**src/rtl/expr_lane_pipe_if.sv**
```systemverilog
// Handshake and lane bus for expr_lane_pipe: operand side (valid/ready in), result side (valid/ready out).
// The master drives operands and out_ready; the slave (the pipeline) drives results and in_ready.
interface expr_lane_pipe_if #(
  parameter int WIDTH = 6,
  parameter int LANES = 6,
  parameter int CNT_W = 16
);
  logic                     in_valid;
  logic                     in_ready;
  logic [3*LANES-1:0]       op;
  logic [LANES-1:0]         sgn;
  logic [WIDTH*LANES-1:0]   a;
  logic [WIDTH*LANES-1:0]   b;
  logic                     out_valid;
  logic                     out_ready;
  logic [WIDTH*LANES-1:0]   y;
  logic [LANES-1:0]         ovf;
  logic [CNT_W-1:0]         out_count;

  modport master (
    output in_valid, op, sgn, a, b, out_ready,
    input  in_ready, out_valid, y, ovf, out_count
  );

  modport slave (
    input  in_valid, op, sgn, a, b, out_ready,
    output in_ready, out_valid, y, ovf, out_count
  );
endinterface

```
**src/rtl/expr_lane_pipe.sv**
```systemverilog
// Per-lane ALU over LANES lanes in a 2-stage valid/ready pipe (2-cycle latency, 1/cycle, full backpressure).
// Optional sticky per-lane overflow record under EXPR_LANE_PIPE_STICKY_OVF_EN.
module expr_lane_pipe #(
  parameter int WIDTH = 6,
  parameter int LANES = 6,
  parameter int CNT_W = 16
) (
  input  logic              clk,
  input  logic              reset,
  expr_lane_pipe_if.slave   bus
`ifdef EXPR_LANE_PIPE_STICKY_OVF_EN
  ,
  input  logic              sticky_clr,
  output logic [LANES-1:0]  sticky_ovf
`endif
);
  localparam int SH_W = $clog2(WIDTH);

  typedef struct packed {
    logic [WIDTH-1:0] y;
    logic             ovf;
  } lane_res_t;

  logic                    s1_valid;
  logic                    s2_valid;
  logic [3*LANES-1:0]      s1_op;
  logic [LANES-1:0]        s1_sgn;
  logic [WIDTH*LANES-1:0]  s1_a;
  logic [WIDTH*LANES-1:0]  s1_b;
  logic [WIDTH*LANES-1:0]  y_q;
  logic [WIDTH*LANES-1:0]  y_nxt;
  logic [LANES-1:0]        ovf_q;
  logic [LANES-1:0]        ovf_nxt;
  logic [CNT_W-1:0]        cnt_q;
  lane_res_t [LANES-1:0]   res;
  logic                    s2_adv;
  logic                    s1_adv;
  logic                    in_acc;
  logic                    out_hs;

  assign s2_adv       = !s2_valid || bus.out_ready;
  assign s1_adv       = s1_valid && s2_adv;
  assign bus.in_ready = !s1_valid || s1_adv;
  assign in_acc       = bus.in_valid && bus.in_ready;
  assign out_hs       = s2_valid && bus.out_ready;

  function automatic lane_res_t eval_lane(input logic [2:0] lop, input logic lsg,
                                          input logic [WIDTH-1:0] la, input logic [WIDTH-1:0] lb);
    logic [WIDTH:0]       sum;
    logic [WIDTH-1:0]     dif;
    logic [2*WIDTH-1:0]   pu;
    logic [2*WIDTH-1:0]   ps;
    logic [2*WIDTH-1:0]   shl;
    logic [SH_W-1:0]      sh;
    logic                 lt;
    lane_res_t            r;
    r   = '0;
    sum = {1'b0, la} + {1'b0, lb};
    dif = la - lb;
    pu  = {{WIDTH{1'b0}}, la} * {{WIDTH{1'b0}}, lb};
    // Low 2W bits of the sign-extended product equal the true signed product.
    ps  = {{WIDTH{la[WIDTH-1]}}, la} * {{WIDTH{lb[WIDTH-1]}}, lb};
    sh  = lb[SH_W-1:0];
    shl = {{WIDTH{1'b0}}, la} << sh;
    lt  = lsg ? ($signed(la) < $signed(lb)) : (la < lb);
    case (lop)
      3'd0: begin
        r.y   = sum[WIDTH-1:0];
        r.ovf = lsg ? ((la[WIDTH-1] == lb[WIDTH-1]) && (sum[WIDTH-1] != la[WIDTH-1])) : sum[WIDTH];
      end
      3'd1: begin
        r.y   = dif;
        r.ovf = lsg ? ((la[WIDTH-1] != lb[WIDTH-1]) && (dif[WIDTH-1] != la[WIDTH-1])) : (la < lb);
      end
      3'd2: begin
        r.y   = lsg ? ps[WIDTH-1:0] : pu[WIDTH-1:0];
        r.ovf = lsg ? !((&ps[2*WIDTH-1:WIDTH-1]) || !(|ps[2*WIDTH-1:WIDTH-1]))
                    : (|pu[2*WIDTH-1:WIDTH]);
      end
      3'd3: begin
        r.y   = shl[WIDTH-1:0];
        r.ovf = |shl[2*WIDTH-1:WIDTH];
      end
      3'd4: begin
        if ({1'b0, sh} >= (SH_W+1)'(WIDTH))
          r.y = lsg ? {WIDTH{la[WIDTH-1]}} : '0;
        else if (lsg)
          r.y = $signed(la) >>> sh;
        else
          r.y = la >> sh;
      end
      3'd5: r.y = {{(WIDTH-1){1'b0}}, lt};
      3'd6: r.y = la ~^ lb;
      3'd7: r.y = {{(WIDTH-1){1'b0}}, (la == lb)};
      default: r = '0;
    endcase
    return r;
  endfunction

  always_comb begin
    res     = '0;
    y_nxt   = '0;
    ovf_nxt = '0;
    for (int i = 0; i < LANES; i++) begin
      res[i] = eval_lane(s1_op[3*i +: 3], s1_sgn[i], s1_a[WIDTH*i +: WIDTH], s1_b[WIDTH*i +: WIDTH]);
      y_nxt[WIDTH*i +: WIDTH] = res[i].y;
      ovf_nxt[i]              = res[i].ovf;
    end
  end

  always_ff @(posedge clk or posedge reset) begin
    if (reset) begin
      s1_valid <= 1'b0;
      s2_valid <= 1'b0;
      s1_op    <= '0;
      s1_sgn   <= '0;
      s1_a     <= '0;
      s1_b     <= '0;
      y_q      <= '0;
      ovf_q    <= '0;
      cnt_q    <= '0;
    end else begin
      if (in_acc) begin
        s1_op  <= bus.op;
        s1_sgn <= bus.sgn;
        s1_a   <= bus.a;
        s1_b   <= bus.b;
      end
      if (in_acc)
        s1_valid <= 1'b1;
      else if (s1_adv)
        s1_valid <= 1'b0;
      // s2 refills in the same cycle it drains, so no bubble on steady streaming.
      if (s2_adv)
        s2_valid <= s1_valid;
      if (s1_adv) begin
        y_q   <= y_nxt;
        ovf_q <= ovf_nxt;
      end
      if (out_hs)
        cnt_q <= cnt_q + CNT_W'(1);
    end
  end

  assign bus.out_valid = s2_valid;
  assign bus.y         = y_q;
  assign bus.ovf       = ovf_q;
  assign bus.out_count = cnt_q;

`ifdef EXPR_LANE_PIPE_STICKY_OVF_EN
  logic [LANES-1:0] sticky_q;

  // A set on the handshake cycle overrides a simultaneous clear.
  always_ff @(posedge clk or posedge reset) begin
    if (reset)
      sticky_q <= '0;
    else
      sticky_q <= (sticky_clr ? '0 : sticky_q) | (out_hs ? ovf_q : '0);
  end

  assign sticky_ovf = sticky_q;
`endif
endmodule

```
**src/flat_wrapper.sv**
```systemverilog
// flat-port wrapper written by rule: the top's interface ports become plain ports
module expr_lane_pipe_flat 
#(
  parameter int WIDTH = 6,
  parameter int LANES = 6,
  parameter int CNT_W = 16
)
  (clk, reset, bus_in_valid, bus_op, bus_sgn, bus_a, bus_b, bus_out_ready, bus_in_ready, bus_out_valid, bus_y, bus_ovf, bus_out_count);
  expr_lane_pipe_if #(.WIDTH(WIDTH), .LANES(LANES), .CNT_W(CNT_W)) bus_i ();
  input  logic clk;
  input  logic reset;
  input wire logic [$bits(bus_i.in_valid)-1:0] bus_in_valid;
  input wire logic [$bits(bus_i.op)-1:0] bus_op;
  input wire logic [$bits(bus_i.sgn)-1:0] bus_sgn;
  input wire logic [$bits(bus_i.a)-1:0] bus_a;
  input wire logic [$bits(bus_i.b)-1:0] bus_b;
  input wire logic [$bits(bus_i.out_ready)-1:0] bus_out_ready;
  output wire logic [$bits(bus_i.in_ready)-1:0] bus_in_ready;
  output wire logic [$bits(bus_i.out_valid)-1:0] bus_out_valid;
  output wire logic [$bits(bus_i.y)-1:0] bus_y;
  output wire logic [$bits(bus_i.ovf)-1:0] bus_ovf;
  output wire logic [$bits(bus_i.out_count)-1:0] bus_out_count;
  assign bus_i.in_valid = bus_in_valid;
  assign bus_i.op = bus_op;
  assign bus_i.sgn = bus_sgn;
  assign bus_i.a = bus_a;
  assign bus_i.b = bus_b;
  assign bus_i.out_ready = bus_out_ready;
  assign bus_in_ready = bus_i.in_ready;
  assign bus_out_valid = bus_i.out_valid;
  assign bus_y = bus_i.y;
  assign bus_ovf = bus_i.ovf;
  assign bus_out_count = bus_i.out_count;
  expr_lane_pipe #(.WIDTH(WIDTH), .LANES(LANES), .CNT_W(CNT_W)) u_core (.clk(clk), .reset(reset), .bus(bus_i));
endmodule
```
**config.mk**
```make
export PLATFORM = sky130hd
export DESIGN_NAME = expr_lane_pipe_flat
export DESIGN_NICKNAME = d
export VERILOG_FILES = /design/src/rtl/expr_lane_pipe_if.sv /design/src/rtl/expr_lane_pipe.sv /design/src/flat_wrapper.sv
export SDC_FILE = /design/constraint.sdc
export NUM_CORES = 1
export LEC_CHECK = 0
export CAP_MARGIN = 20
export CORE_ASPECT_RATIO = 1.75
export CORE_MARGIN = 5
export CORE_UTILIZATION = 45
export CTS_BUF_LIST = sky130_fd_sc_hd__clkbuf_8
export DETAILED_ROUTE_END_ITERATION = 8
export DONT_BUFFER_PORTS = 1
export GPL_TIMING_DRIVEN = 1
export PLACE_DENSITY = 0.7
export SLEW_MARGIN = 20
export SYNTH_ARGS = -nofsm -noshare
export SYNTH_HDL_FRONTEND = slang
export SYNTH_SLANG_ARGS = --single-unit
```
**constraint.sdc**
```tcl
create_clock -name clk -period 7 [get_ports clk]
set_input_delay 1.4 -clock clk [delete_from_list [all_inputs] [get_ports clk]]
set_output_delay 1.4 -clock clk [all_outputs]
set_load 0.02 [all_outputs]
```
==> results.tsv <==
stage	metric	value	unit
drt	dr.pass1.iters	6	
worst_setup_path	critical_path.top_delay_family	adder cells	
layout	syn2layout_area_growth	3.250	%
min_path	hold-path-cell-count	1	
worst_setup_path	max_stage_delay	0.80	ns
min_path	hold_class	reg -> reg	
power	p_total	11.60	mW
sta	worstMarginPinSlew	1.067	ns
worst_setup_path	path_buf_inv	3	
drt	drt_iter0_drc	1723	
min_path	whs_endpoint	u_core.bus.out_valid	
global_route	grt_overflow	0	
sta	timing.final.ws_setup	1.382	ns
drt	drc_errors	0	
sta	hold_ws	0.5536	ns
synth	synth_top_area_cell	fa_1	
drt	vias	20570	
sta	slew_viol_final	0	
synth	synthSimpleGateAreaFrac	13.80	%
sta	fin_setup_tns	0	ns
drt	routed_wl	74450	um
place	gp_congestion	1.010	
synth	synth_top_family_by_area	adder cells	
sta	rsz0062_at_grt	false	
sta	fin_skew	0.02420	ns
clock_network	tritoncts	yes	
power	pwr-share-seq	15.1	%
status	outcome	complete, no violations	
clock_network	clock_sinks	156	
die	core-area	54430	um^2
die	die-area	60070	um^2
worst_setup_path	slowest_stage	dfrtp_1	
place	place_hpwl	60100	um
worst_setup_path	end_kind	flip-flop	
die	die_h	320.5	um
power	pwr-share-comb	77.9	%
layout	drive_above_1_share	7.092	%
synth	synth_top_area_share	19.38	%
worst_setup_path	worstPathMaxFanout	21	
synth	yosysSeqAreaShare	15.75	%
clock_network	clkLatencyLatePin	0.54	ns
worst_setup_path	path_class	reg -> reg	
power	ir_drop	538.3	uV
layout	regArea	3904	um^2
clock_network	cts_buffer_depth	2	
synth	synth.area.mux_share	8.692	%
drt	drt-vias-per-instance	6.073	
clock_network	cts_inserted_buffers	17	
power	powerDensity	453.4	nW/um^2
die	die_x	187.4	um
clock_network	cts_setup_buffers	0	
drt	ant_nets	0	
place	place.port_buffers	0	
die	start_util	45.54	%
synth	yosys_warnings	0	
power	p_sw_share	52.82	%
power	p_int	5.474	mW
clock_network	ctsResizeCount	0	
power	p_switching	6.130	mW
global_route	grt_pass1_wl	119100	um
sta	finalHoldViolations	0	
place	dp_slack	1.491	ns
synth	ys_top_cells_by_area	fa_1, dfrtp_1, ha_1	
global_route	grt_use_total	24.90	%
power	clockPowerShare	6.9	%
synth	synthCells	2794	
sta	max_freq	178.0	MHz
synth	synth-main-ff-cell	dfrtp_1	
worst_setup_path	startpoint_type	flip-flop	
layout	fill_cells	5122	
clock_network	htreeDepth	4	
synth	syn_nets	3423	
worst_setup_path	timing.rr.end	u_core.bus.ovf[4]	
clock_network	clk_pin_slew	0.09	ns
worst_setup_path	ff2ff_setup_slack	1.38	ns
die	ios	160	
synth	synth-edff-count	0	
drt	wl_per_cell	21.98	um
synth	synthesis.area	24790	um^2
sta	slew_headroom	28.29	%
clock_network	ctsHoldBuffers	0	
sta	layout_min_cycle_time	5.618	ns
layout	multiInputGateArea	19010	um^2
synth	synthAdderAreaFrac	33.97	%
synth	yosys-top-cells-count	inv_1, ha_1, fa_1	
run	maxCapViolCount	0	
global_route	antenna_found_initial	10	
clock_network	cts_root_buf	clkbuf_8	
power	p_leak	12.07	nW
min_path	min_from	u_core.s1_valid	
layout	post-route-util	47.02	%
sta	setup_violations	0	
die	fp-row-count	113	
synth	syn_area_per_cell	8.872	um^2
sta	finalCritPeriodShare	80.26	%
global_route	grt_max_degree	96	
synth	synth-xor-area-share	4.275	%
layout	nNetsFinal	3310	
synth	ys_seq_elements	156	
worst_setup_path	r2r_start	u_core.s1_b[25]	
synth	synth_compound_area_share	15.89	%
synth	synthArstFlopShare	100.0	%
worst_setup_path	path_cells	inv_1 > nor2_1 > inv_1 > fa_1 > fa_1 > inv_1 > fa_1 > ha_1 > ha_1 > a211oi_1 > nor2_1 > o21a_1 > o21ai_0 > a21oi_1 > xnor2_1 > or4_1 > a31o_2	
global_route	grt_pass1_vias	21930	
worst_setup_path	reg2reg_depth	17	
synth	yosysUniqueCellTypes	82	
worst_setup_path	critPathRequiredTime	7.41	ns
synth	post-synth-top-count-cell	inv_1	
worst_setup_path	worst-endpoint-arrival	6.03	ns
==> per-stage QoR <==
step           cells  instance area, um^2
5_1_grt         3384                25590
2_1_floorplan   2794                24790
3_5_place_dp    3352                25160
6_report        3387                25590
4_1_cts         3383                25580
3_3_place_gp    3352                25160
==> state kept, by name (all words and copies together) (netlist names) <==
name                  count
u_core.bus.out_valid      1
u_core.s1_a              36
u_core.s1_sgn             6
u_core.s1_valid           1
u_core.bus.out_count     16
u_core.bus.y             36
u_core.bus.ovf            6
u_core.s1_op             18
u_core.s1_b              36
==> cells by family after synthesis <==
family          count (synthesis)
simple gates                  720
flops                         156
mux                           161
compound gates                614
buf+inv                       493
xor+xnor                      121
fa+ha+maj                     529
==> layer usage <==
layer  part of all wire, %  track usage (%)  vias up
li1                      -                -     9386
met1                    34            25.81    10020
met2                    52            45.57      863
met3                   5.9            4.712      292
met4                   7.7            16.45       10
met5                  0.11                0        -
==> worst max-delay path by stage <==
stage / depth (start not counted) / slack [ns] / to / startpoint
2_1_floorplan: 1 / 1.39 / u_core.bus.out_count[0] / reset
3_3_place_gp: 15 / 1.56 / u_core.bus.ovf[4] / u_core.s1_b[24]
3_5_place_dp: 17 / 1.49 / u_core.bus.ovf[4] / u_core.s1_b[25]
4_1_cts: 17 / 1.45 / u_core.bus.ovf[4] / u_core.s1_b[25]
5_1_grt: 17 / 1.07 / u_core.bus.ovf[3] / u_core.s1_b[19]
6_report: 17 / 1.38 / u_core.bus.ovf[4] / u_core.s1_b[25]
==> cell usage in the layout (no fill, tap or decap), types with 33 or more instances in the layout <==
cell | netlist | layout
nand3_1 | 50 | 50
a21oi_1 | 167 | 167
o21ai_0 | 133 | 133
xor2_1 | 37 | 37
ha_1 | 289 | 289
nand2b_1 | 41 | 41
and2_1 | 62 | 62
nor3_1 | 40 | 40
nor2_1 | 217 | 217
xnor2_1 | 84 | 84
fa_1 | 240 | 240
a31oi_1 | 33 | 33
nand2_1 | 199 | 197
dfrtp_1 | 156 | 156
mux2_2 | 101 | 101
inv_1 | 347 | 350
a21o_1 | 45 | 45
==> final cells by class <==
class | count | area share, %
antenna | 4 | 0.03911
clock buffer | 18 | 0.9679
clock inverter | 13 | 0.6942
inverter | 354 | 5.211
multi-input combinational | 2145 | 74.26
sequential | 156 | 15.25
tap | 690 | 3.373
timing repair buffer | 7 | 0.2053
==> power groups by stage <==
stage | logic [mW] | registers (mW) | clock network, mW
after detailed placement | 8.95 | 1.77 | 0
after CTS | 9.04 | 1.75 | 0.832
final | 9.04 | 1.76 | 0.802
after global routing | 10.2 | 1.80 | 0.868
after floorplan | 7.20 | 1.41 | 0
after global placement | 8.62 | 1.76 | 0
Note: power is estimated with default switching activity, not from simulation.
